`src/rtl/basys3_disp_pkg.sv`:
```
// Shared constants for the BASYS3 LED / seven-segment output peripheral.
// Register map, CTRL layout, hex glyph table and scan FSM encoding.
package basys3_disp_pkg;

  localparam logic [1:0] ADDR_LED    = 2'd0;
  localparam logic [1:0] ADDR_VALUE  = 2'd1;
  localparam logic [1:0] ADDR_CTRL   = 2'd2;
  localparam logic [1:0] ADDR_STATUS = 2'd3;

  localparam int CTRL_W      = 9;
  localparam int CTRL_EN_LSB = 0;
  localparam int CTRL_DP_LSB = 4;
  localparam int CTRL_ON_BIT = 8;

  localparam logic [CTRL_W-1:0] CTRL_RST = 9'h10F;

  // gfedcba, active-low
  localparam logic [6:0] HEX7_LUT [16] = '{
    7'h40, 7'h79, 7'h24, 7'h30,
    7'h19, 7'h12, 7'h02, 7'h78,
    7'h00, 7'h10, 7'h08, 7'h03,
    7'h46, 7'h21, 7'h06, 7'h0E
  };

  typedef enum logic {
    ST_BLANK = 1'b0,
    ST_SHOW  = 1'b1
  } scan_state_e;

  function automatic logic [31:0] strb_merge(
    input logic [31:0] old_w,
    input logic [31:0] new_w,
    input logic [3:0]  strb
  );
    logic [31:0] r;
    r = old_w;
    for (int i = 0; i < 4; i++) begin
      if (strb[i]) r[i*8 +: 8] = new_w[i*8 +: 8];
    end
    return r;
  endfunction

endpackage

```
`src/rtl/basys3_disp_out_hex7seg_decoder.sv`:
```
// Nibble to active-low seven-segment glyph (gfedcba).
// Purely combinational.
module hex7seg_decoder
  import basys3_disp_pkg::*;
(
  input  logic [3:0] nibble,
  output logic [6:0] seg_n
);

  assign seg_n = HEX7_LUT[nibble];

endmodule

```
`src/rtl/basys3_disp_out.sv`:
```
// BASYS3 output peripheral: LED register and 4-digit multiplexed display.
// Bus-mapped registers, blank/show scan FSM, registered pin drivers.
module basys3_disp_out
  import basys3_disp_pkg::*;
#(
  parameter int REFRESH_DIV  = 100000,
  parameter int BLANK_CYCLES = 1000,
  parameter int LED_W        = 16
) (
  input  logic             clk,
  input  logic             reset,
  input  logic             valid,
  input  logic [1:0]       address,
  input  logic [31:0]      wdata,
  input  logic [3:0]       wstrb,
  output logic [31:0]      rdata,
  output logic             ready,
  output logic [LED_W-1:0] led,
  output logic [6:0]       seg,
  output logic             dp,
  output logic [3:0]       an
);

  localparam int CW = (REFRESH_DIV > 1) ? $clog2(REFRESH_DIV) : 1;
  localparam logic [CW-1:0] BLANK_LAST = CW'(BLANK_CYCLES - 1);
  localparam logic [CW-1:0] SLOT_LAST  = CW'(REFRESH_DIV - 1);

  logic [LED_W-1:0]  led_q, led_d;
  logic [15:0]       value_q, value_d;
  logic [CTRL_W-1:0] ctrl_q, ctrl_d;
  logic              ready_q, ready_d;
  logic [31:0]       rdata_q, rdata_d;

  scan_state_e       state_q, state_d;
  logic [CW-1:0]     cnt_q, cnt_d;
  logic [1:0]        digit_q, digit_d;

  logic [3:0]        an_q, an_d;
  logic [6:0]        seg_q, seg_d;
  logic              dp_q, dp_d;

  logic              accept;
  logic              wr;
  logic [31:0]       status_w;
  logic [3:0]        nib;
  logic [6:0]        nib_seg;
  logic [3:0]        dig_en;
  logic [3:0]        dig_dp;
  logic              lit;

  assign accept   = valid & ~ready_q;
  assign wr       = accept & (|wstrb);
  assign status_w = {29'd0, state_q == ST_BLANK, digit_q};

  always_comb begin
    led_d   = led_q;
    value_d = value_q;
    ctrl_d  = ctrl_q;
    ready_d = accept;
    rdata_d = rdata_q;
    if (accept) begin
      unique case (address)
        ADDR_LED:    rdata_d = 32'(led_q);
        ADDR_VALUE:  rdata_d = 32'(value_q);
        ADDR_CTRL:   rdata_d = 32'(ctrl_q);
        ADDR_STATUS: rdata_d = status_w;
      endcase
    end
    if (wr) begin
      unique case (address)
        ADDR_LED:
          led_d = LED_W'(strb_merge(32'(led_q), wdata, wstrb));
        ADDR_VALUE:
          value_d = 16'(strb_merge(32'(value_q), wdata, wstrb));
        ADDR_CTRL:
          ctrl_d = CTRL_W'(strb_merge(32'(ctrl_q), wdata, wstrb));
        ADDR_STATUS: ;
      endcase
    end
  end

  always_comb begin
    state_d = state_q;
    cnt_d   = cnt_q + CW'(1);
    digit_d = digit_q;
    unique case (state_q)
      ST_BLANK: begin
        if (cnt_q == BLANK_LAST) state_d = ST_SHOW;
      end
      ST_SHOW: begin
        if (cnt_q == SLOT_LAST) begin
          cnt_d   = '0;
          digit_d = digit_q + 2'd1;
          state_d = ST_BLANK;
        end
      end
    endcase
  end

  assign dig_en = ctrl_q[CTRL_EN_LSB +: 4];
  assign dig_dp = ctrl_q[CTRL_DP_LSB +: 4];
  assign nib    = value_q[{digit_q, 2'b00} +: 4];
  assign lit    = (state_q == ST_SHOW) & ctrl_q[CTRL_ON_BIT]
                & dig_en[digit_q];

  hex7seg_decoder u_hex (
    .nibble (nib),
    .seg_n  (nib_seg)
  );

  // Pins follow the current state and registers one cycle later.
  always_comb begin
    an_d  = 4'hF;
    seg_d = 7'h7F;
    dp_d  = 1'b1;
    if (lit) begin
      an_d  = ~(4'b0001 << digit_q);
      seg_d = nib_seg;
      dp_d  = ~dig_dp[digit_q];
    end
  end

  always_ff @(posedge clk or posedge reset) begin
    if (reset) begin
      led_q   <= '0;
      value_q <= '0;
      ctrl_q  <= CTRL_RST;
      ready_q <= 1'b0;
      rdata_q <= '0;
      state_q <= ST_BLANK;
      cnt_q   <= '0;
      digit_q <= '0;
      an_q    <= 4'hF;
      seg_q   <= 7'h7F;
      dp_q    <= 1'b1;
    end else begin
      led_q   <= led_d;
      value_q <= value_d;
      ctrl_q  <= ctrl_d;
      ready_q <= ready_d;
      rdata_q <= rdata_d;
      state_q <= state_d;
      cnt_q   <= cnt_d;
      digit_q <= digit_d;
      an_q    <= an_d;
      seg_q   <= seg_d;
      dp_q    <= dp_d;
    end
  end

  assign rdata = rdata_q;
  assign ready = ready_q;
  assign led   = led_q;
  assign seg   = seg_q;
  assign dp    = dp_q;
  assign an    = an_q;

endmodule

```
`config.mk`:
```
export PLATFORM = sky130hd
export DESIGN_NAME = basys3_disp_out
export DESIGN_NICKNAME = d
export VERILOG_FILES = /design/src/rtl/basys3_disp_pkg.sv /design/src/rtl/basys3_disp_out_hex7seg_decoder.sv /design/src/rtl/basys3_disp_out.sv
export SDC_FILE = /design/constraint.sdc
export NUM_CORES = 1
export LEC_CHECK = 0
export BUFFER_PORTS_ARGS = -buffer_cell sky130_fd_sc_hd__buf_2
export CORE_ASPECT_RATIO = 1.5
export CORE_MARGIN = 8
export CORE_UTILIZATION = 56
export CTS_BUF_LIST = sky130_fd_sc_hd__clkbuf_8
export DETAILED_ROUTE_END_ITERATION = 7
export PLACE_DENSITY = 0.83
export SLEW_MARGIN = 20
export SYNTH_ARGS = -nofsm -noshare
export SYNTH_HDL_FRONTEND = slang
export SYNTH_SLANG_ARGS = --single-unit
export TNS_END_PERCENT = 50
```
`constraint.sdc`:
```
create_clock -name clk -period 3.05 [get_ports clk]
set_input_delay 0.1525 -clock clk [delete_from_list [all_inputs] [get_ports clk]]
set_output_delay 0.1525 -clock clk [all_outputs]
set_load 0.01 [all_outputs]
```
==> metrics.md, run 1 <==
| Metric | Value |
|---|---|
| Avg Cell Area, Syn | 12.2 sq um |
| Post-Syn Instances | approximately 350 |
| Worst r2r src | digit_q[1]$_DFFE_PP0P_ |
| Status | finished, final reports clean |
| Yosys top cell by area | dfrtp_1 |
| 1st-pass router iterations | 4 |
| CTS buffer count | 9 |
| RSZ-0062 raised after global routing | no |
| Fill count | 570 |
| Final wirelength | ~9000 um |
| Reg-to-reg slack, setup | ~900 ps |
| Hpwl dp | around 6700 um |
| Wire per inst | ~17 um |
| Fin. Hold Viols | 0 |
| Tot GR Track Use | roughly 18% |
| Post-Synth Adder-Cell Area | between 3 and 4% |
| Setup TNS | 0 ps |
| Mux cell area share after synthesis | 20.5% |
| Share of post-route cells with drive strength above 1 | between 30% and 40% |
| Tcrit/Tclk final | 70.6% |
| Critical path class | register to register |
| CTS Sinks | 90 |
| Xor and xnor area share after synthesis | under 10% |
| Clk_lat worst skew | around 360 ps |
| I/O Buffers | 67 |
| Minimum clock period after layout | 2150 ps |
| Final instance area | 4910 sq um |
| Logic gate share of total power | 20.6% |
| Detail Route Antenna Nets | 0 |
| Die span in x | 87.6 um |
| Crit path from | digit_q[1]$_DFFE_PP0P_ |
| Setup ws final | about 900 ps |
| Pin count of the biggest net entering global routing | 48 |
| Placement Setup Slack | 926 ps |
| Root Buffer | clkbuf_8 |
| Area growth syn-to-layout | 14.1% |
| Post-Syn Area | ~4300 sq um |
| Synth cell types | 40 |
| Core box area | around 7600 sq um |
| Largest family of logic cells by synthesized area | multiplexers |
| Clk_skew | around 12 ps |
| # rows | 39 |
| Initial antenna violation count | 0 |
| Largest fanout on the critical path | 11 |
| Power density over the cells | slightly above 600 nW/um^2 |
| Setup crit end | seg[5]$_DFF_PP1_ |
| R2R depth | 5 |
| Initial drt markers | around 260 |
| CTS clk-pin slew, worst paths | 80 ps |
| NetSw | 857 uW |
| Met3 WL | between 600 and 700 um |
| Slew margin rel. | 48.2% |
| Max VDD drop | 0.422 mV |
| Internal power | 2200 uW |
| Die area | about 11000 sq um |
| Avg Vias per Cell | around 5.4 |
| Clock network power share | slightly below 30% |
| Vias in the first global route | about 3000 |
| Yosys reg bits | 90 |
| Hold WS | approximately 32 ps |
| Dpl cell area | between 4000 and 5000 sq um |
| CTS tree | yes |
| Complex-gate fraction of the synthesized area | 3.69% |
| Ant. Diodes | 0 |
| Initial core utilization | 56.9% |
| Simple-gate area share of the yosys netlist | roughly 12% |
| Clock tree buffer depth | 2 |
| Max Freq | between 400 and 500 MHz |
| Die height | about 120 um |
| Synth warn | 0 |
| MaxCap Viol Count | 0 |
| P_leak | 0.00228 uW |
| GP Congestion | about 0.86 |
| CP startpoint kind | register |
| Seq pwr share | between 40% and 50% |
| Worst-margin pin slew | slightly below 800 ps |
| Met2 WL | 4720 um |
| Grt total ovfl | 0 |
| Nets | about 480 |
| Data arrival time of the worst path | roughly 2400 ps |
| Vias | between 2000 and 3000 |
| Net Sw Frac | ~28% |
| Top sig layer | met4 |
| H-tree levels | 3 |
| WP data required | about 3300 ps |
| # setup viols final | 0 |
| Top-area cell type share of the netlist area | 42.4% |
| Final Max Slew Viols | 0 |
| Synth top area cells | dfrtp_1, mux2_2, dfstp_2, mux4_2, mux2i_1 |
| CP Capture Type | register |
| IO Pins | just over 100 |
| First-pass GRT wire length | ~15000 um |
| Seq/Total Area, Yosys | a little over half |
| FF-to-FF End | seg[5]$_DFF_PP1_ |
| # DRC | 0 |
| M1 wire length | roughly 3500 um |
| Worst min path class | input pin to register |
-- Yosys cell counts, drive strengths merged --
library cell	n
nor2	18
clkbuf	4
dfstp	17
nand4bb	1
and3	4
nand3	10
a31oi	2
o211ai	1
mux4	9
or4b	2
dfrtp	73
a21oi	6
buf	24
nor3	7
inv	11
o221ai	1
o21ai	14
nand4	2
or2b	1
mux2	45
nand2	41
o311ai	2
mux2i	17
ha	11
nor4b	1
nor2b	4
xor2	4
xnor2	10
conb	1
nor4	3
or4	1
nand2b	3
o22ai	2
nor3b	2
-- how the worst min path moves through the flow --
stage	from	endpoint	slack (ps)	cells past startpoint
final	wdata[13]	led[13]$_DFFE_PP0P_	30	2
after floorplan	wdata[0]	led[0]$_DFFE_PP0P_	300	1
after global placement	reset	led[14]$_DFFE_PP0P_	300	2
after CTS	wdata[11]	value_q[11]$_DFFE_PP0P_	20	2
after detailed placement	reset	led[14]$_DFFE_PP0P_	310	2
after global routing	wdata[12]	value_q[12]$_DFFE_PP0P_	20	2
-- cell families (layout without fill, tap and decap cells) --
kind of cell,Yosys count,after routing
compound gates,28,28
xor+xnor,14,14
fa+ha+maj,11,11
buf+inv,39,100
flops,90,90
mux,71,71
other cells,1,16
simple gates,100,100
-- layer usage --
layer	up-vias	GRT usage, %
met1	1431	19.8
met4	0	8.76
met2	91	29.3
li1	1351	-
met5	-	0
met3	13	5.66
-- layout by cell type, fill, tap and decap left out, types with 2 or more instances in the layout --
master and count:
nand3_1 10, nand2b_1 3, nand2_1 41, clkinv_2 2
ha_1 11, mux2i_1 17, bufinv_16 2, o22ai_1 2
and3_1 4, conb_1 16, nor2_1 18, o311ai_1 2
a21oi_1 6, nor2b_1 4, nand4_1 2, dfstp_2 17
dfrtp_1 73, mux4_2 9, clkbuf_8 11, buf_4 5
o21ai_0 13, a31oi_1 2, inv_1 11, buf_2 67
nor3b_1 2, nor3_1 7, mux2_2 44, xor2_1 4
nor4_1 2, xnor2_1 10
-- final cells by class --
class	instances	area, sq um	area share, %
well taps	102	128	2.60
multi-input cells	240	1860	37.8
clock inverters	5	77.6	1.58
flip-flops and latches	90	2270	46.3
repair buffers	73	383	7.79
clock buffers	11	151	3.08
inverters	11	42.5	0.866
-- stage by stage --
| step | instances | total power (uW) | util (%) |
|---|---|---|---|
| global route | 532 | 3210 | 65.0 |
| global placement | 515 | 2140 | 61.8 |
| finish | 532 | 3060 | 65.0 |
| floorplan | 369 | 1950 | - |
| detailed placement | 515 | 2170 | 61.8 |
| CTS | 532 | 3080 | 65.0 |
-- state kept, by name (all words and copies together) (netlist names), 2 cells and up --
signal   count
led         16
rdata       16
ctrl_q       9
cnt_q       17
digit_q      2
an           4
value_q     16
seg          7
-- critical path, cell delays in order, from the launching register on --
cell and delay (ps):
dfrtp_1 650, mux4_2 650, ha_1 290, mux2_2 280, nand2_1 60, o311ai_1 110
-- power by group through the flow --
stage | clock network, uW | registers [uW] | logic (uW)
6_report | 910 | 1520 | 629
5_1_grt | 976 | 1540 | 691
4_1_cts | 926 | 1520 | 636
3_5_place_dp | 0 | 1540 | 632
3_3_place_gp | 0 | 1530 | 613
2_1_floorplan | 0 | 1550 | 403
-- timing repair --
action / CTS / global route
endpoints found under the hold margin: 44 / 0
setup buffers: 0 / 0
resized for setup: 0 / 0
setup endpoints to repair: 0 / 0
hold buffers: 1 / 0
No activity file was read; power rests on OpenSTA's default activity.
==> inputs of run 2 (changes only) <==
--- a/config.mk
+++ b/config.mk
@@ -5,13 +5,14 @@
 export SDC_FILE = /design/constraint.sdc
 export NUM_CORES = 1
 export LEC_CHECK = 0
+export ABC_AREA = 1
 export BUFFER_PORTS_ARGS = -buffer_cell sky130_fd_sc_hd__buf_2
 export CORE_ASPECT_RATIO = 1.5
 export CORE_MARGIN = 8
 export CORE_UTILIZATION = 56
 export CTS_BUF_LIST = sky130_fd_sc_hd__clkbuf_8
 export DETAILED_ROUTE_END_ITERATION = 7
-export PLACE_DENSITY = 0.83
+export PLACE_DENSITY = 0.82
 export SLEW_MARGIN = 20
 export SYNTH_ARGS = -nofsm -noshare
 export SYNTH_HDL_FRONTEND = slang
==> constraint.sdc (replaced) <==
create_clock -name clk -period 2.3 [get_ports clk]
set_input_delay 0.115 -clock clk [delete_from_list [all_inputs] [get_ports clk]]
set_output_delay 0.115 -clock clk [all_outputs]
set_load 0.01 [all_outputs]
==> metrics.md, run 2 <==
| Metric | Value |
|---|---|
| Logic gate share of total power | slightly above 20% |
| CTS tree | yes |
| Synth top area cells | dfrtp_1, nand2_1, dfstp_2, nor2_1, a21oi_1 |
| CP Cell Sequence | inv_2 -> nand3_1 -> nand2_1 -> inv_1 -> ha_1 -> inv_1 -> nand2_1 -> nand3_1 -> nand3_1 |
| Post-Synth Adder-Cell Area | 3.01% |
| H-tree levels | 3 |
| FF+latch area | approximately 2300 sq um |
| Net Sw Frac | a little under a third |
| Initial drt markers | 248 |
| Max Freq | 531 MHz |
| Clock network power share | between 20 and 30% |
| Xor and xnor area share after synthesis | roughly 1.7% |
| Top-area cell type share of the netlist area | about two fifths |
| Mux cell area share after synthesis | 0% |
| Pin count of the biggest net entering global routing | 91 |
| Max VDD drop | around 0.45 mV |
| Postcts setup bufs | 0 |
| Crit-path max cell delay | between 600 and 700 ps |
| Buf+Inv Stages, Crit Path | 3 |
| Avg Vias per Cell | 5.17 |
| Simple-gate area share of the yosys netlist | 28.5% |
| Root Buffer | clkbuf_8 |
| Largest delay share family, worst path | flip-flops |
| Util after Layout | 65.3% |
| Post-Syn Instances | between 500 and 600 |
| WP data required | 2590 ps |
| Hpwl dp | about 7500 um |
| CTS resizes | 0 |
| P_leak | approximately 0.0025 uW |
| Vias in the first global route | roughly 3800 |
| Final Max Slew Viols | 0 |
| Largest fanout on the critical path | 11 |
| Critical path class | register to register |
| First-pass GRT wire length | 17600 um |
| Data arrival time of the worst path | 2180 ps |
| Nets | 672 |
| Area growth syn-to-layout | 13.5% |
| Placed insts | ~710 |
| Synth warn | 0 |
| Clk_lat worst skew | between 300 and 400 ps |
| Setup TNS | 0 ps |
| Tcrit/Tclk final | around four fifths |
| NetSw | 1200 uW |
| Wire per inst | 14.2 um |
| # DRC | 0 |
| IO Pins | between 100 and 150 |
| Initial core utilization | 57.5% |
| Vias | around 3800 |
| Ant. Diodes | 0 |
| Avg Cell Area, Syn | around 8.3 sq um |
| CTS clk-pin slew, worst paths | around 80 ps |
| CP startpoint kind | register |
| Post-synth top cells | nand2_1, dfrtp_1, nor2_1, a21oi_1, inv_1 |
| Grt total ovfl | 0 |
| Fill count | 690 |
| 1st-pass router iterations | 7 |
| Commonest non-fill, non-tap cell in the layout | nand2_1 |
| Worst min path class | input pin to register |
| Minimum clock period after layout | between 1500 and 2000 ps |
| Status | finished, final reports clean |
| Synth cell types | 30 |
| I/O Buffers | 67 |
| Share of post-route cells with drive strength above 1 | roughly 21% |
| Multi-input gate area in the final layout | about 2000 sq um |
| Fin. Hold Viols | 0 |
| Prevailing post-synth register cell | dfrtp_1 |
| FFs w/ async S/R, synth | 100% |
| GP Congestion | 0.887 |
| EDFF count, synth | 0 |
| Detail Route Antenna Nets | 0 |
| CTS Sinks | 90 |
| Clock tree buffer depth | 2 |
| CTS buffer count | 9 |
| Core box area | roughly 8000 sq um |
| MaxCap Viol Count | 0 |
| Seq pwr share | around 51% |
| Most frequent cells in the layout | nand2_1, dfrtp_1, nor2_1, buf_2, a21oi_1 |
| Tot GR Track Use | 18.6% |
| Biggest register | cnt_q |
| Initial antenna violation count | 0 |
| # setup viols final | 0 |
| Top cell by count, worst path | nand3_1 |
| Seq/Total Area, Yosys | roughly 50% |
| Final wirelength | slightly above 10000 um |
| Slew margin rel. | a little under two thirds |
| Internal power | about 2700 uW |
| Post-Syn Area | about 4600 sq um |
| Die span in x | 89.8 um |
| Worst-margin pin slew | roughly 540 ps |
| # rows | 40 |
| Yosys top cell by area | dfrtp_1 |
| Yosys reg bits | 90 |
| Final instance area | between 5000 and 6000 sq um |
| Count leader, synth | nand2_1 |
| RSZ-0062 raised after global routing | no |
| Crit path max-delay cell type | dfrtp_1 |
| Power density over the cells | around 740 nW/um^2 |
| Max FFs per register | 17 |
| Dpl cell area | a little under 5000 sq um |
| Power Total | ~3900 uW |
| Die area | 11400 sq um |
| Clk_skew | about 8.4 ps |
| CP Capture Type | register |
| Largest family of logic cells by synthesized area | simple AND/OR/NAND/NOR gates |
| Die height | ~130 um |
| Complex-gate fraction of the synthesized area | a little over 8% |
| Non-Filler Instances | 730 |
## run 2: worst register-to-register path: cells and delay by family (launching register included)
kind | cells | cell delay (ps)
buf+inv | 3 | 390
fa+ha+maj | 1 | 250
simple gates | 5 | 570
flops | 1 | 610
## run 2: final timing paths
check,from,end,slack (ps),cells after the start
min in group asynchronous,reset,led[1]$_DFFE_PP0P_,440,4
worst min register to register,rdata[1]$_DFFE_PP0N_,rdata[1]$_DFFE_PP0N_,480,2
worst min-delay path,wdata[8],ctrl_q[8]$_DFFE_PP1P_,10,3
worst max-delay path,digit_q[1]$_DFFE_PP0P_,seg[0]$_DFF_PP1_,420,9
worst max register to register,digit_q[1]$_DFFE_PP0P_,seg[0]$_DFF_PP1_,420,9
max in group asynchronous,reset,seg[1]$_DFF_PP1_,1500,4
## run 2: cells by family after synthesis
family	count (synthesis)
AND/OR/NAND/NOR	286
flip-flops	90
buffers and inverters	81
AO/OA/AOI/OAI	71
adder cells (fa/ha/maj)	11
XOR/XNOR	9
other	1
## run 2: final cells by class
type | instances | area share (%)
repair buffers | 77 | 8.48
well taps | 105 | 2.53
inverters | 49 | 3.66
multi-input cells | 393 | 37.6
clock inverters | 5 | 1.01
flip-flops and latches | 90 | 43.8
clock buffers | 11 | 2.91
## run 2: timing repair
item / CTS / global route
endpoints found under the setup margin: 0 / 0
hold buffers: 7 / 0
endpoints found under the hold margin: 79 / 0
## run 2: through the flow
stage | hold WS, ps | setup slack (ps)
after detailed placement | 285 | 471
after global placement | 277 | 507
after global routing | 1.07 | 277
final | 9.66 | 416
after CTS | 0.774 | 428
after floorplan | 204 | 717
## run 2: metal layers
| layer | GRT usage (%) | wire, um |
|---|---|---|
| met3 | 4.19 | 596 |
| met4 | 10.3 | 280 |
| met2 | 33.0 | 5420 |
| met5 | 0 | 0 |
| met1 | 19.8 | 4080 |
## run 2: power by group through the flow
stage / registers (uW) / logic (uW) / clock network (uW)
6_report: 1990 / 798 / 1080
5_1_grt: 2010 / 901 / 1170
4_1_cts: 1980 / 799 / 1110
3_5_place_dp: 2010 / 781 / 0
3_3_place_gp: 2000 / 748 / 0
2_1_floorplan: 2020 / 492 / 0
